<file path="src/rtl/mips_pkg.sv">
// rtl/mips_pkg.sv - shared encodings for the MIPS pipeline control blocks
// Purpose: FSM state encoding for the squash sequencer and the $zero register index.
// Ports: none (package).
package mips_pkg;

    typedef enum logic {
        ST_RUN   = 1'b0,
        ST_FLUSH = 1'b1
    } state_t;

    localparam logic [4:0] REG_ZERO = 5'd0;

endpackage

</file>
<file path="src/rtl/sat_counter.sv">
// rtl/sat_counter.sv - saturating up-counter with synchronous clear
// Purpose: counts cycles where inc is high; holds at all-ones instead of wrapping.
// Ports:
//   clk    in   1      rising-edge clock
//   reset  in   1      synchronous, active-high clear to zero
//   inc    in   1      count this cycle
//   count  out  CNT_W  current count
module sat_counter #(
    parameter int CNT_W = 32
) (
    input  logic             clk,
    input  logic             reset,
    input  logic             inc,
    output logic [CNT_W-1:0] count
);

    logic [CNT_W-1:0] r_count;

    always_ff @(posedge clk) begin
        if (reset) begin
            r_count <= '0;
        end else if (inc && (r_count != '1)) begin
            r_count <= r_count + CNT_W'(1);
        end
    end

    assign count = r_count;

endmodule

</file>
<file path="src/rtl/hazard_flush_ctrl.sv">
// rtl/hazard_flush_ctrl.sv - load-use stall and branch squash control for a 5-stage MIPS pipe
// Purpose: detects load-use hazards and taken branches/jumps, sequences a FLUSH_SLOTS-cycle
//          squash window, and keeps saturating stall/flush cycle counters.
// Ports:
//   clk          in   1      rising-edge clock
//   reset        in   1      synchronous, active-high
//   IDEXMemRead  in   1      instruction in EX is a load
//   IDEXRt       in   5      destination register of the load in EX
//   IFIDRs       in   5      rs of the instruction in ID
//   IFIDRt       in   5      rt of the instruction in ID
//   BrTaken      in   1      branch taken / jump, one-cycle pulse
//   PCWrite      out  1      PC may update
//   IFIDWrite    out  1      IF/ID register may load
//   PCsrc        out  1      zero the control word entering ID/EX
//   IFFlush      out  1      zero the instruction entering IF/ID
//   StallCnt     out  CNT_W  load-use stall cycles, saturating
//   FlushCnt     out  CNT_W  squash cycles, saturating
module hazard_flush_ctrl
    import mips_pkg::*;
#(
    parameter int FLUSH_SLOTS = 2,
    parameter int CNT_W       = 32
) (
    input  logic             clk,
    input  logic             reset,
    input  logic             IDEXMemRead,
    input  logic [4:0]       IDEXRt,
    input  logic [4:0]       IFIDRs,
    input  logic [4:0]       IFIDRt,
    input  logic             BrTaken,
    output logic             PCWrite,
    output logic             IFIDWrite,
    output logic             PCsrc,
    output logic             IFFlush,
    output logic [CNT_W-1:0] StallCnt,
    output logic [CNT_W-1:0] FlushCnt
);

    localparam int                SLOT_W      = $clog2(FLUSH_SLOTS + 1);
    localparam logic [SLOT_W-1:0] SLOT_RELOAD = SLOT_W'(FLUSH_SLOTS - 1);

    state_t            r_state;
    state_t            w_state_nxt;
    logic [SLOT_W-1:0] r_slot_left;
    logic [SLOT_W-1:0] w_slot_nxt;
    logic              w_hazard;

    // $zero is never a real producer, so a load targeting it never stalls.
    assign w_hazard = IDEXMemRead && (IDEXRt != REG_ZERO) &&
                      ((IDEXRt == IFIDRs) || (IDEXRt == IFIDRt));

    always_ff @(posedge clk) begin
        if (reset) begin
            r_state     <= ST_RUN;
            r_slot_left <= '0;
        end else begin
            r_state     <= w_state_nxt;
            r_slot_left <= w_slot_nxt;
        end
    end

    always_comb begin
        w_state_nxt = r_state;
        w_slot_nxt  = r_slot_left;
        PCWrite     = 1'b1;
        IFIDWrite   = 1'b1;
        PCsrc       = 1'b0;
        IFFlush     = 1'b0;
        if (!reset) begin
            case (r_state)
                ST_RUN: begin
                    if (BrTaken) begin
                        // Redirect wins over a concurrent load-use hazard: the
                        // dependent instruction is squashed anyway.
                        IFFlush = 1'b1;
                        PCsrc   = 1'b1;
                        if (FLUSH_SLOTS > 1) begin
                            w_state_nxt = ST_FLUSH;
                            w_slot_nxt  = SLOT_RELOAD;
                        end
                    end else if (w_hazard) begin
                        PCWrite   = 1'b0;
                        IFIDWrite = 1'b0;
                        PCsrc     = 1'b1;
                    end
                end
                ST_FLUSH: begin
                    IFFlush = 1'b1;
                    PCsrc   = 1'b1;
                    if (BrTaken) begin
                        // A newer redirect restarts the window.
                        w_slot_nxt = SLOT_RELOAD;
                    end else if (r_slot_left <= SLOT_W'(1)) begin
                        w_state_nxt = ST_RUN;
                        w_slot_nxt  = '0;
                    end else begin
                        w_slot_nxt = r_slot_left - SLOT_W'(1);
                    end
                end
                default: begin
                    w_state_nxt = ST_RUN;
                    w_slot_nxt  = '0;
                end
            endcase
        end
    end

    logic w_stall_inc;
    logic w_flush_inc;

    assign w_stall_inc = ~PCWrite;
    assign w_flush_inc = IFFlush;

    sat_counter #(.CNT_W(CNT_W)) u_stall_cnt (
        .clk   (clk),
        .reset (reset),
        .inc   (w_stall_inc),
        .count (StallCnt)
    );

    sat_counter #(.CNT_W(CNT_W)) u_flush_cnt (
        .clk   (clk),
        .reset (reset),
        .inc   (w_flush_inc),
        .count (FlushCnt)
    );

endmodule

</file>
<file path="config.mk">
export PLATFORM = sky130hd
export DESIGN_NAME = hazard_flush_ctrl
export DESIGN_NICKNAME = d
export VERILOG_FILES = /design/src/rtl/mips_pkg.sv /design/src/rtl/sat_counter.sv /design/src/rtl/hazard_flush_ctrl.sv
export SDC_FILE = /design/constraint.sdc
export NUM_CORES = 1
export LEC_CHECK = 0
export ABC_AREA = 1
export ABC_CLOCK_PERIOD_IN_PS = 1700
export CORE_MARGIN = 2
export CORE_UTILIZATION = 46
export CTS_CLUSTER_DIAMETER = 120
export DETAILED_ROUTE_END_ITERATION = 6
export GPL_ROUTABILITY_DRIVEN = 0
export PLACE_DENSITY = 0.73
export SETUP_SLACK_MARGIN = 0.15
export SLEW_MARGIN = 20
export SYNTH_ARGS = -nofsm -noshare
export SYNTH_HDL_FRONTEND = slang
export SYNTH_SLANG_ARGS = --single-unit
</file>
<file path="constraint.sdc">
create_clock -name clk -period 1.7 [get_ports clk]
set_clock_uncertainty 0.05 [all_clocks]
set_input_delay 0.17 -clock clk [delete_from_list [all_inputs] [get_ports clk]]
set_output_delay 0.17 -clock clk [all_outputs]
set_load 0.01 [all_outputs]
</file>
==> reports/summary.txt, run 1 <==
STATUS
-----------------------------------------------------------------------------------------------------------------
Status                                                                                               finished with violations
Failing checks                                                                                       setup timing

DETAILED ROUTING
-----------------------------------------------------------------------------------------------------------------
Count of vias placed by the detailed router                                                                 6,178
Antenna violation net count after detailed routing                                                              0
Number of design-rule violations left by the first detailed-router iteration                                  706
Routed wire length                                                                                        22.0 mm
Number of vias per cell after detailed routing                                                               6.15
Average wire per standard cell                                                                            21.9 um
Count of unresolved DRC violations after routing                                                                0
Count of TritonRoute iterations in the first routing pass                                                       6

WORST SETUP PATH
-----------------------------------------------------------------------------------------------------------------
CP Launch Type                                                                                           register
Worst Setup Path Type                                                                                  reg -> reg
Arrival time at the worst endpoint                                                                        2520 ps
Largest fanout of any net on the critical path                                                                  4
Critical Path Sink Type                                                                                  register
Data required, critical path                                                                              1930 ps

JOB
-----------------------------------------------------------------------------------------------------------------
Max-Cap Viols                                                                                                   0

STA
-----------------------------------------------------------------------------------------------------------------
Share of the clock period used by the worst path                                                             135%
Fmax                                                                                                      437 MHz
Worst slew margin relative to its limit                                                                     71.7%
Measured slew at the worst slew-check pin                                                                  421 ps
Final number of setup-violating endpoints                                                                      64
Max Transition Viols Final                                                                                      0
Endpoints failing hold                                                                                          0
RSZ-0062 raised after global routing                                                                         true
Final Worst Setup Slack                                                                                   -588 ps
Period minus WS final                                                                                     2290 ps

LOGIC SYNTHESIS
-----------------------------------------------------------------------------------------------------------------
Portion of netlist area occupied by mux cells                                                                  0%
Number of different library cells in the post-synthesis netlist                                                31
Share of synthesized area occupied by flip-flops and latches                                                33.9%
Avg Cell Area, Syn                                                                                       6.12 um2
Fraction of the mapped netlist area in simple logic gates                                                   44.4%
Post-synth design cell area                                                                           0.00396 mm2
Post-synthesis compound-gate area fraction                                                                  8.31%
Arithmetic-cell share of the synthesized area counting full adders, half adders and majority gates         0.632%
Number of nets in the synthesized netlist                                                                     668
Share of the synthesized netlist area taken by xor and xnor gates                                           3.54%
Number of flip-flops and latches in the synthesized netlist                                                    67
Largest family of logic cells by synthesized area                                                    simple AND/OR/NAND/NOR gates
Cells after synthesis                                                                                         647
Yosys synthesis warning count                                                                                   0

FLOORPLAN
-----------------------------------------------------------------------------------------------------------------
Floorplan Core Area                                                                                   0.00826 mm2
Width of the die                                                                                          96.8 um
Top-Level Pins                                                                                                 87
Initial standard-cell utilization of the core                                                               47.9%
Total Die Area                                                                                        0.00936 mm2
Height of the die                                                                                         96.8 um
Total number of placement rows                                                                                 33

CLOCKING
-----------------------------------------------------------------------------------------------------------------
Clock root cell                                                                                          clkbuf_8
Clock tree from TritonCTS                                                                                     yes
Number of sinks on the clock net                                                                               67
CTS HTree Levels                                                                                                3
Clock insertion delay at the later pin of the skew report                                                  370 ps
Buffer depth of the longest clock path                                                                          2
Hold bufs inserted after CTS                                                                                    0
Cts bufs inserted                                                                                               9
Clock Pin Slew Worst Setup and Hold Paths                                                                   90 ps

GRT
-----------------------------------------------------------------------------------------------------------------
Pin count of the biggest net entering global routing                                                           29
Global routing usage summed across all routing layers                                                       33.9%
Antenna violations before repair                                                                                0
Vias in the first global route                                                                              5,565
Remaining global-route overflow                                                                                 0
Wire length of the first global-routing pass                                                              26.2 mm

PWR
-----------------------------------------------------------------------------------------------------------------
Max IR drop VDD                                                                                          0.561 mV
Overall power consumption                                                                                 3710 uW
Static Leakage                                                                                         0.00358 uW
Total power divided by cell area                                                                       502 mW/mm2

FINAL LAYOUT
-----------------------------------------------------------------------------------------------------------------
Total inserted antenna cells                                                                                    0
Number of nets in the layout                                                                                  916
Most frequent cells in the layout                                                                    142 x nand2_1, 134 x buf_4, 77 x nor2_1
Area added between synthesis and finish                                                                     86.8%
Share of post-route cells with drive strength above 1                                                       45.8%
Most frequent standard cell in the layout excluding fill and tap cells                                    nand2_1

HOLD PATH
-----------------------------------------------------------------------------------------------------------------
Path class of the lowest-slack min-delay path                                                           in -> reg

PLACEMENT
-----------------------------------------------------------------------------------------------------------------
Number of buffers added on ports                                                                               86
Worst setup slack before clock tree synthesis                                                             -508 ps
Final HPWL DP                                                                                             9.27 mm

[synthesized netlist by cell type]
library cell	instances	area (um2)
a21oi_1	47	235
a31oi_1	1	6.26
and3_1	4	25.0
buf_2	7	35.0
buf_4	2	15.0
buf_6	3	33.8
clkbuf_1	6	22.5
dfxtp_1	67	1340
ha_1	2	25.0
inv_1	66	248
inv_2	3	11.3
nand2_1	189	709
nand2_2	4	25.0
nand3_1	48	240
nand3_2	1	10.0
nand3b_1	1	7.51
nand4_1	15	93.8
nor2_1	119	447
nor2_2	2	12.5
nor2_4	2	22.5
nor3_1	21	105
nor3_2	2	20.0
nor3_4	1	16.3
nor3b_1	1	7.51
o211ai_1	1	7.51
o21ai_0	10	50.1
o21bai_1	4	30.0
or2_2	1	6.26
or2_4	1	8.76
xnor2_1	6	52.6
xor2_1	10	87.6
[cell families (layout without fill, tap and decap cells)]
group | Yosys count | after routing
DFF | 67 | 67
buffers and inverters | 87 | 340
xor gates and xnor gates | 16 | 16
AOI/OAI and AO/OA | 63 | 63
and+or+nand+nor | 412 | 412
adders and majority gates | 2 | 2
[worst max-delay path, cell delays in order, from the launching register on]
cell	delay [ps]
dfxtp_2	370
buf_4	150
nand2_1	70
nor2_1	180
nand4_1	140
nor2_1	350
nand2_1	190
xnor2_1	360
nand2_1	130
a21oi_1	210
[repair_timing]
item | CTS | global route
resized for setup | 220 | 148
setup endpoints to repair | 124 | 69
cloned | 3 | 2
pin swaps | 51 | 47
buffers inserted | 29 | 12
[per-layer routing]
layer  wire (um)  up-vias  GRT usage [%]
met1        7380     2786           39.5
li1            -     2550              -
met4        2120        0           19.5
met5           0        -              0
met3        2580      232           7.30
met2        9930      610           57.4
[cell type report]
cell class	instances	area (um2)
multi-input combinational	493	3110
tap	105	131
inverter	69	274
fill	351	866
sequential	67	1410
clock buffer	11	141
timing repair buffer	254	2220
clock inverter	5	100
timing repair inverter	1	11.3
[stage by stage]
stage,hold slack [ps],std cells,cell area (um2),util [%],TNS [ps]
floorplan,192,647,4090,-,-28.8
global placement,399,943,5900,71.5,-10500
detailed placement,399,943,5900,71.5,-13900
CTS,281,991,6810,82.5,-2310
global route,291,1005,7390,89.5,-14930
finish,293,1005,7390,89.5,-12330
[sequential cells by signal, summed over array words and instances (netlist names)]
| name | cells |
|---|---|
| r_state | 1 |
| u_stall_cnt.count | 32 |
| r_slot_left | 2 |
| u_flush_cnt.count | 32 |
[path summary, 6_finish.rpt]
check | from | to | slack (ps) | cells past startpoint
max | u_flush_cnt.count[14]$_SDFFE_PP0P_ | u_flush_cnt.count[30]$_SDFFE_PP0P_ | -590 | 9
min reg2reg | u_flush_cnt.count[4]$_SDFFE_PP0P_ | u_flush_cnt.count[4]$_SDFFE_PP0P_ | 440 | 1
max reg2reg | u_flush_cnt.count[14]$_SDFFE_PP0P_ | u_flush_cnt.count[30]$_SDFFE_PP0P_ | -590 | 9
min | reset | u_stall_cnt.count[7]$_SDFFE_PP0P_ | 290 | 3
[power breakdown]
group / internal, uW / switching, uW
logic: 164 / 222
clock network: 1010 / 739
registers: 1560 / 10.4
Power figures use the tool's default switching activity.
==> run 2: changes to the inputs <==
--- a/config.mk
+++ b/config.mk
@@ -6,13 +6,13 @@
 export NUM_CORES = 1
 export LEC_CHECK = 0
 export ABC_AREA = 1
-export ABC_CLOCK_PERIOD_IN_PS = 1700
+export ABC_CLOCK_PERIOD_IN_PS = 2600
 export CORE_MARGIN = 2
-export CORE_UTILIZATION = 46
+export CORE_UTILIZATION = 51
 export CTS_CLUSTER_DIAMETER = 120
 export DETAILED_ROUTE_END_ITERATION = 6
 export GPL_ROUTABILITY_DRIVEN = 0
-export PLACE_DENSITY = 0.73
+export PLACE_DENSITY = 0.76
 export SETUP_SLACK_MARGIN = 0.15
 export SLEW_MARGIN = 20
 export SYNTH_ARGS = -nofsm -noshare
==> constraint.sdc (replaced) <==
create_clock -name clk -period 2.6 [get_ports clk]
set_clock_uncertainty 0.05 [all_clocks]
set_input_delay 0.26 -clock clk [delete_from_list [all_inputs] [get_ports clk]]
set_output_delay 0.26 -clock clk [all_outputs]
set_load 0.01 [all_outputs]
==> run 2 against run 1 <==
Compared with the run above:
- the flow now finishes without violations
- global-route usage fell by 8.7 points
- combinational power decreased by 64%
- wire length shrank 53%
- flip-flop and latch count stayed put
- utilization fell by 22 points
- critical path depth is the same
- final cell count down 17%
- die area down 9.4%
- first-iteration DRC count shrank 70%
- critical path type is now in -> out
- largest cell class unchanged
- largest power group is now sequential cells
==> reports/summary.txt, run 2 (synthesized netlist as in run 1, its figures left out) <==
WORST SETUP PATH
-------------------------------------------------------------------------------------------
Count of buffering cells on the critical path with inverters included                     3   +2
Reg2reg end                                                                    u_stall_cnt.count[22]$_SDFFE_PP0P_
Data required, critical path                                                        2290 ps   +360 ps
Largest fanout of any net on the critical path                                            5   +1
Worst Setup Path Type                                                             in -> out
Cell breakdown of the critical path                                            clkdlybuf4s50_1, inv_1, nand2_1, nand2_1, nor2_1, nand3_1, nand2_1, nand3_2, clkdlybuf4s50_1
CP Launch Type                                                                 primary input
Family with the most delay on the worst path                                   buffers and inverters
Stage delay of the slowest cell on the critical path                                 520 ps   +150 ps
Origin of the critical flop-to-flop path                                       u_stall_cnt.count[0]$_SDFFE_PP0P_
Worst-path cell with the longest stage delay                                   clkdlybuf4s50_1
Cell seen most often among critical-path stages                                     nand2_1
Arrival time at the worst endpoint                                                  1940 ps   -580 ps
Critical Path Sink Type                                                         output port
Flop2flop setup slack                                                                420 ps   +1010 ps
Worst Reg-to-Reg Cells                                                                   11   +2

FINAL LAYOUT
-------------------------------------------------------------------------------------------
Filler instances                                                                        706   +100%
Most frequent cells in the layout                                              189 x nand2_1, 119 x nor2_1, 85 x clkdlybuf4s50_1
Final cell count without fillers                                                        838   -17%
Number of nets in the layout                                                            753   -18%
Total inserted antenna cells                                                              0   unchanged
Area added between synthesis and finish                                               28.9%
Most frequent standard cell in the layout excluding fill and tap cells              nand2_1
Share of post-route cells with drive strength above 1                                 5.16%   -41 points

HOLD PATH
-------------------------------------------------------------------------------------------
Worst hold path depth                                                                     2   -1
Worst Hold Path EP                                                             r_slot_left[1]$_SDFFE_PP0N_
Worst hold path startpoint                                                     r_slot_left[1]$_SDFFE_PP0N_
Path class of the lowest-slack min-delay path                                    reg -> reg

CLOCKING
-------------------------------------------------------------------------------------------
CTS HTree Levels                                                                          3   unchanged
Clock root cell                                                                    clkbuf_8
Clock tree from TritonCTS                                                               yes
Cts bufs inserted                                                                         9   unchanged
Hold bufs inserted after CTS                                                              0   unchanged
Clock Pin Slew Worst Setup and Hold Paths                                             60 ps   -30 ps
# Post-CTS Setup Buffers                                                                  0   -100%
Buffer depth of the longest clock path                                                    2   unchanged
Number of sinks on the clock net                                                         67   unchanged
Clock insertion delay at the later pin of the skew report                            340 ps   -30 ps
Number of cells upsized or downsized after cts                                            0   -100%

GRT
-------------------------------------------------------------------------------------------
Antenna violations before repair                                                          0   unchanged
Wire length of the first global-routing pass                                        17.6 mm   -33%
Pin count of the biggest net entering global routing                                     28   -3.4%
Vias in the first global route                                                        4,006   -28%
Global routing usage summed across all routing layers                                 25.2%   -8.7 points
Remaining global-route overflow                                                           0   unchanged

STA
-------------------------------------------------------------------------------------------
Share of the clock period used by the worst path                                      86.4%
Endpoints failing hold                                                                    0   unchanged
Max Transition Viols Final                                                                0   unchanged
RSZ-0062 raised after global routing                                                  false
Sum of negative setup slack                                                            0 ps   +12,330 ps
Period minus WS final                                                               2250 ps
Fmax                                                                                445 MHz
Measured slew at the worst slew-check pin                                            533 ps   +112 ps
Worst slew margin relative to its limit                                               64.4%   -7.3 points
Final number of setup-violating endpoints                                                 0   -100%

FLOORPLAN
-------------------------------------------------------------------------------------------
Total Die Area                                                                  0.00848 mm2   -9.4%
Initial standard-cell utilization of the core                                         52.0%   +4.1 points
Width of the die                                                                    92.1 um   -4.8%
Height of the die                                                                   92.1 um   -4.8%
Floorplan Core Area                                                             0.00761 mm2   -7.9%
Total number of placement rows                                                           32   -3.0%
Top-Level Pins                                                                           87   unchanged

PWR
-------------------------------------------------------------------------------------------
Static Leakage                                                                   0.00199 uW   -44%
Max IR drop VDD                                                                    0.224 mV   -60%
Total power divided by cell area                                                 417 mW/mm2   -17%

DETAILED ROUTING
-------------------------------------------------------------------------------------------
Count of vias placed by the detailed router                                           4,354   -30%
Number of vias per cell after detailed routing                                         5.20   -15%
Count of unresolved DRC violations after routing                                          0   unchanged
Count of TritonRoute iterations in the first routing pass                                 5   -1
Average wire per standard cell                                                      12.3 um   -44%
Routed wire length                                                                  10.3 mm   -53%
Number of design-rule violations left by the first detailed-router iteration            210   -70%
Antenna violation net count after detailed routing                                        0   unchanged

PLACEMENT
-------------------------------------------------------------------------------------------
Number of placed instances with taps included                                           823   -13%
Final HPWL DP                                                                       7.54 mm   -19%
Number of buffers added on ports                                                         86   unchanged

STATUS
-------------------------------------------------------------------------------------------
Status                                                                         finished, final reports clean

JOB
-------------------------------------------------------------------------------------------
Max-Cap Viols                                                                             0   unchanged

==> run 2: changes by cell type in the layout (fill, tap and decap cells not counted), moves of 27 or more <==
| cell | delta |
|---|---|
| buf_4 | -128 |
| clkdlybuf4s50_1 | +76 |
| dlygate4sd2_1 | -66 |
| nand2_1 | +47 |
| nor2_1 | +42 |
| dfxtp_1 | +35 |
| a21oi_1 | +29 |
| nand2_2 | -29 |
| a21oi_2 | -27 |
| buf_6 | -27 |
==> run 2: how the worst max path moves through the flow <==
stage / startpoint / endpoint / slack [ps] / cells after the start
after global placement: IDEXRt[4] / PCsrc / 330 / 10
after floorplan: u_stall_cnt.count[0]$_SDFFE_PP0P_ / u_stall_cnt.count[25]$_SDFFE_PP0P_ / 800 / 11
final: IDEXRt[1] / IFIDWrite / 350 / 9
after CTS: IDEXRt[1] / PCsrc / 280 / 10
after global routing: u_stall_cnt.count[0]$_SDFFE_PP0P_ / u_stall_cnt.count[14]$_SDFFE_PP0P_ / 170 / 11
after detailed placement: IDEXRt[1] / u_stall_cnt.count[22]$_SDFFE_PP0P_ / 280 / 12
==> run 2: layer usage <==
metal	vias up	wire length, um	GRT usage, %
met5	-	0	0
met1	1961	4660	32.2
li1	2221	-	-
met3	23	459	2.79
met4	0	246	11.2
met2	149	4920	43.0
==> run 2: tightest hold or removal path, delay by kind of cell (launching register included) <==
kind            cells  cell delay, ps
flops               1             310
simple gates        1              40
compound gates      1              90
==> run 2: metrics by stage <==
step	worst slack, ps	total power (uW)	hold WS, ps	area (um2)	utilization, %
after CTS	279	2140	431	5100	67.0
final	353	2130	433	5100	67.1
after floorplan	801	1140	282	3960	-
after detailed placement	285	1200	421	4880	64.2
after global routing	174	2200	451	5100	67.1
after global placement	325	1200	409	4880	64.2
==> run 2: area by class of cell <==
cell class	count	area (um2)	area share, %
Clock buffer	10	138	2.70
Clock inverter	5	77.6	1.52
Inverter	69	259	5.08
Multi-Input combinational cell	493	2250	44.1
Sequential cell	67	1340	26.3
Tap cell	102	128	2.50
Timing Repair Buffer	92	908	17.8
==> run 2: power breakdown <==
part	internal [uW]	switching, uW
Combinational	60.6	78.6
Sequential	1030	5.73
Clock	557	395
==> run 3: changes to the inputs <==
--- a/config.mk
+++ b/config.mk
@@ -18,3 +18,4 @@
 export SYNTH_ARGS = -nofsm -noshare
 export SYNTH_HDL_FRONTEND = slang
 export SYNTH_SLANG_ARGS = --single-unit
+export TNS_END_PERCENT = 30
==> run 3 against run 2 <==
Compared with the run above:
- global-route usage stayed put
- setup slack better by 1.1 ps
- critical path depth stayed put
- non-clock buffer count stayed put
- wire length hardly changed
- utilization stayed put
- critical path type unchanged
- highest routed layer unchanged
==> reports/summary.txt, run 3 (synthesized netlist as in run 1, its figures left out) <==
WORST SETUP PATH
-------------------------------------------------------------------------------------------
Reg2reg end                                                                    u_stall_cnt.count[22]$_SDFFE_PP0P_
Worst-path cell with the longest stage delay                                   clkdlybuf4s50_1
End of the critical path                                                          IFIDWrite
CP Launch Type                                                                 primary input
Worst Setup Path Type                                                             in -> out
Flop2flop setup slack                                                                390 ps   -30 ps
Cell seen most often among critical-path stages                                     nand2_1
WP depth                                                                                  9   unchanged
Largest fanout of any net on the critical path                                            5   unchanged
Worst Reg-to-Reg Cells                                                                   11   unchanged
Arrival time at the worst endpoint                                                  1940 ps   about the same
Stage delay of the slowest cell on the critical path                                 520 ps   about the same
Family with the most delay on the worst path                                   buffers and inverters
Critical Path Sink Type                                                         output port
Cell breakdown of the critical path                                            clkdlybuf4s50_1, inv_1, nand2_1, nand2_1, nor2_1, nand3_1, nand2_1, nand3_2, clkdlybuf4s50_1
Count of buffering cells on the critical path with inverters included                     3   unchanged
Setup crit start                                                                  IDEXRt[1]
Data required, critical path                                                        2290 ps   about the same
Origin of the critical flop-to-flop path                                       u_stall_cnt.count[0]$_SDFFE_PP0P_

FLOORPLAN
-------------------------------------------------------------------------------------------
Width of the die                                                                    92.1 um   unchanged
Floorplan Core Area                                                             0.00761 mm2   unchanged
Initial standard-cell utilization of the core                                         52.0%   unchanged
Height of the die                                                                   92.1 um   unchanged
Top-Level Pins                                                                           87   unchanged
Total Die Area                                                                  0.00848 mm2   unchanged
Total number of placement rows                                                           32   unchanged

FINAL LAYOUT
-------------------------------------------------------------------------------------------
Most frequent cells in the layout                                              189 x nand2_1, 119 x nor2_1, 85 x clkdlybuf4s50_1
Sequential cell area                                                            0.00134 mm2   unchanged
Final cell count without fillers                                                        838   unchanged
Total inserted antenna cells                                                              0   unchanged
Most frequent standard cell in the layout excluding fill and tap cells              nand2_1
Area taken by multi-input logic gates                                           0.00225 mm2   unchanged
Number of nets in the layout                                                            753   unchanged
Area added between synthesis and finish                                               28.9%   unchanged
Filler instances                                                                        706   unchanged
Share of post-route cells with drive strength above 1                                 5.16%   unchanged

CLOCKING
-------------------------------------------------------------------------------------------
Clock insertion delay at the later pin of the skew report                            340 ps   about the same
Hold bufs inserted after CTS                                                              0   unchanged
Buffer depth of the longest clock path                                                    2   unchanged
Number of sinks on the clock net                                                         67   unchanged
# Post-CTS Setup Buffers                                                                  0   unchanged
Number of cells upsized or downsized after cts                                            0   unchanged
CTS HTree Levels                                                                          3   unchanged
Clock root cell                                                                    clkbuf_8
Clock tree from TritonCTS                                                               yes
Clock Pin Slew Worst Setup and Hold Paths                                             60 ps   about the same
Cts bufs inserted                                                                         9   unchanged

DETAILED ROUTING
-------------------------------------------------------------------------------------------
Number of design-rule violations left by the first detailed-router iteration            215   +2.4%
Routed wire length                                                                  10.3 mm   about the same
Count of unresolved DRC violations after routing                                          0   unchanged
Average wire per standard cell                                                      12.3 um   about the same
Antenna violation net count after detailed routing                                        0   unchanged
Number of vias per cell after detailed routing                                         5.21   +0.28%
Count of TritonRoute iterations in the first routing pass                                 5   unchanged
Count of vias placed by the detailed router                                           4,366   +0.28%

STA
-------------------------------------------------------------------------------------------
Fmax                                                                                445 MHz   about the same
Sum of negative setup slack                                                            0 ps   unchanged
Measured slew at the worst slew-check pin                                            519 ps   -14.4 ps
Share of the clock period used by the worst path                                      86.4%   about the same
Max Transition Viols Final                                                                0   unchanged
Worst slew margin relative to its limit                                               65.3%   +0.96 points
Endpoints failing hold                                                                    0   unchanged
RSZ-0062 raised after global routing                                                   true
Period minus WS final                                                               2250 ps   -1.07 ps
Final number of setup-violating endpoints                                                 0   unchanged

GRT
-------------------------------------------------------------------------------------------
Antenna violations before repair                                                          0   unchanged
Met3 global-route usage                                                               2.79%   unchanged
Remaining global-route overflow                                                           0   unchanged
Vias in the first global route                                                        4,006   unchanged
Wire length of the first global-routing pass                                        17.6 mm   unchanged
Most congested layer reported by global routing                                        met2
Met1 layer usage reported by global route                                             32.2%   unchanged
Global Route met2 Usage                                                               43.0%   unchanged
Pin count of the biggest net entering global routing                                     28   unchanged
Global routing usage summed across all routing layers                                 25.2%   unchanged

PLACEMENT
-------------------------------------------------------------------------------------------
Final HPWL DP                                                                       7.54 mm   unchanged
Number of buffers added on ports                                                         86   unchanged
Number of placed instances with taps included                                           823   unchanged

HOLD PATH
-------------------------------------------------------------------------------------------
Path class of the lowest-slack min-delay path                                    reg -> reg

STATUS
-------------------------------------------------------------------------------------------
Status                                                                         finished, final reports clean

PWR
-------------------------------------------------------------------------------------------
Max IR drop VDD                                                                    0.224 mV   -0.16%
Total power divided by cell area                                                 417 mW/mm2   unchanged
Static Leakage                                                                   0.00199 uW   about the same

JOB
-------------------------------------------------------------------------------------------
Max-Cap Viols                                                                             0   unchanged

[run 3: cell counts in the layout (fill, tap and decap cells not counted)]
Identical to the previous run, type by type.
[run 3: per-layer routing]
layer | vias to the layer above | wire, um
met5 | - | 0
met3 | 23 | 481
met2 | 147 | 4890
met1 | 1978 | 4660
met4 | 0 | 241
li1 | 2218 | -
[run 3: power breakdown]
part	total, uW	switching, uW	internal [uW]
clock	952	395	557
combinational	139	78.5	60.6
sequential	1040	5.74	1030
total	2130	479	1650
[run 3: worst min path at each step]
stage	from	to	slack, ps	cells past startpoint
2_1_floorplan	BrTaken	r_slot_left[1]$_SDFFE_PP0N_	280	1
3_3_place_gp	r_slot_left[1]$_SDFFE_PP0N_	r_state$_SDFF_PP0_	410	2
3_5_place_dp	r_slot_left[1]$_SDFFE_PP0N_	r_slot_left[1]$_SDFFE_PP0N_	420	2
4_1_cts	r_slot_left[1]$_SDFFE_PP0N_	r_slot_left[1]$_SDFFE_PP0N_	430	2
5_1_grt	r_slot_left[1]$_SDFFE_PP0N_	r_slot_left[1]$_SDFFE_PP0N_	450	2
6_report	r_slot_left[1]$_SDFFE_PP0N_	r_slot_left[1]$_SDFFE_PP0N_	430	2
[run 3: worst register-to-register path, delay by kind of cell (launching register included)]
kind                     cells  cell delay (ps)
adder cells (fa/ha/maj)      1              220
flip-flops                   1              400
AND/OR/NAND/NOR             10             1470
[run 3: final cells by class]
| class | instances | area share [%] |
|---|---|---|
| well taps | 102 | 2.50 |
| multi-input cells | 493 | 44.1 |
| clock inverters | 5 | 1.52 |
| flip-flops and latches | 67 | 26.3 |
| inverters | 69 | 5.08 |
| clock buffers | 10 | 2.70 |
| repair buffers | 92 | 17.8 |
[run 3: through the flow]
step                setup WS, ps  hold slack (ps)  area, um2  utilization, %  total power, uW
finish                       354              433       5100            67.1             2130
global route                 134              451       5100            67.1             2200
CTS                          279              431       5100            67.0             2140
detailed placement           285              421       4880            64.2             1200
global placement             325              409       4880            64.2             1200
floorplan                    801              282       3960               -             1140
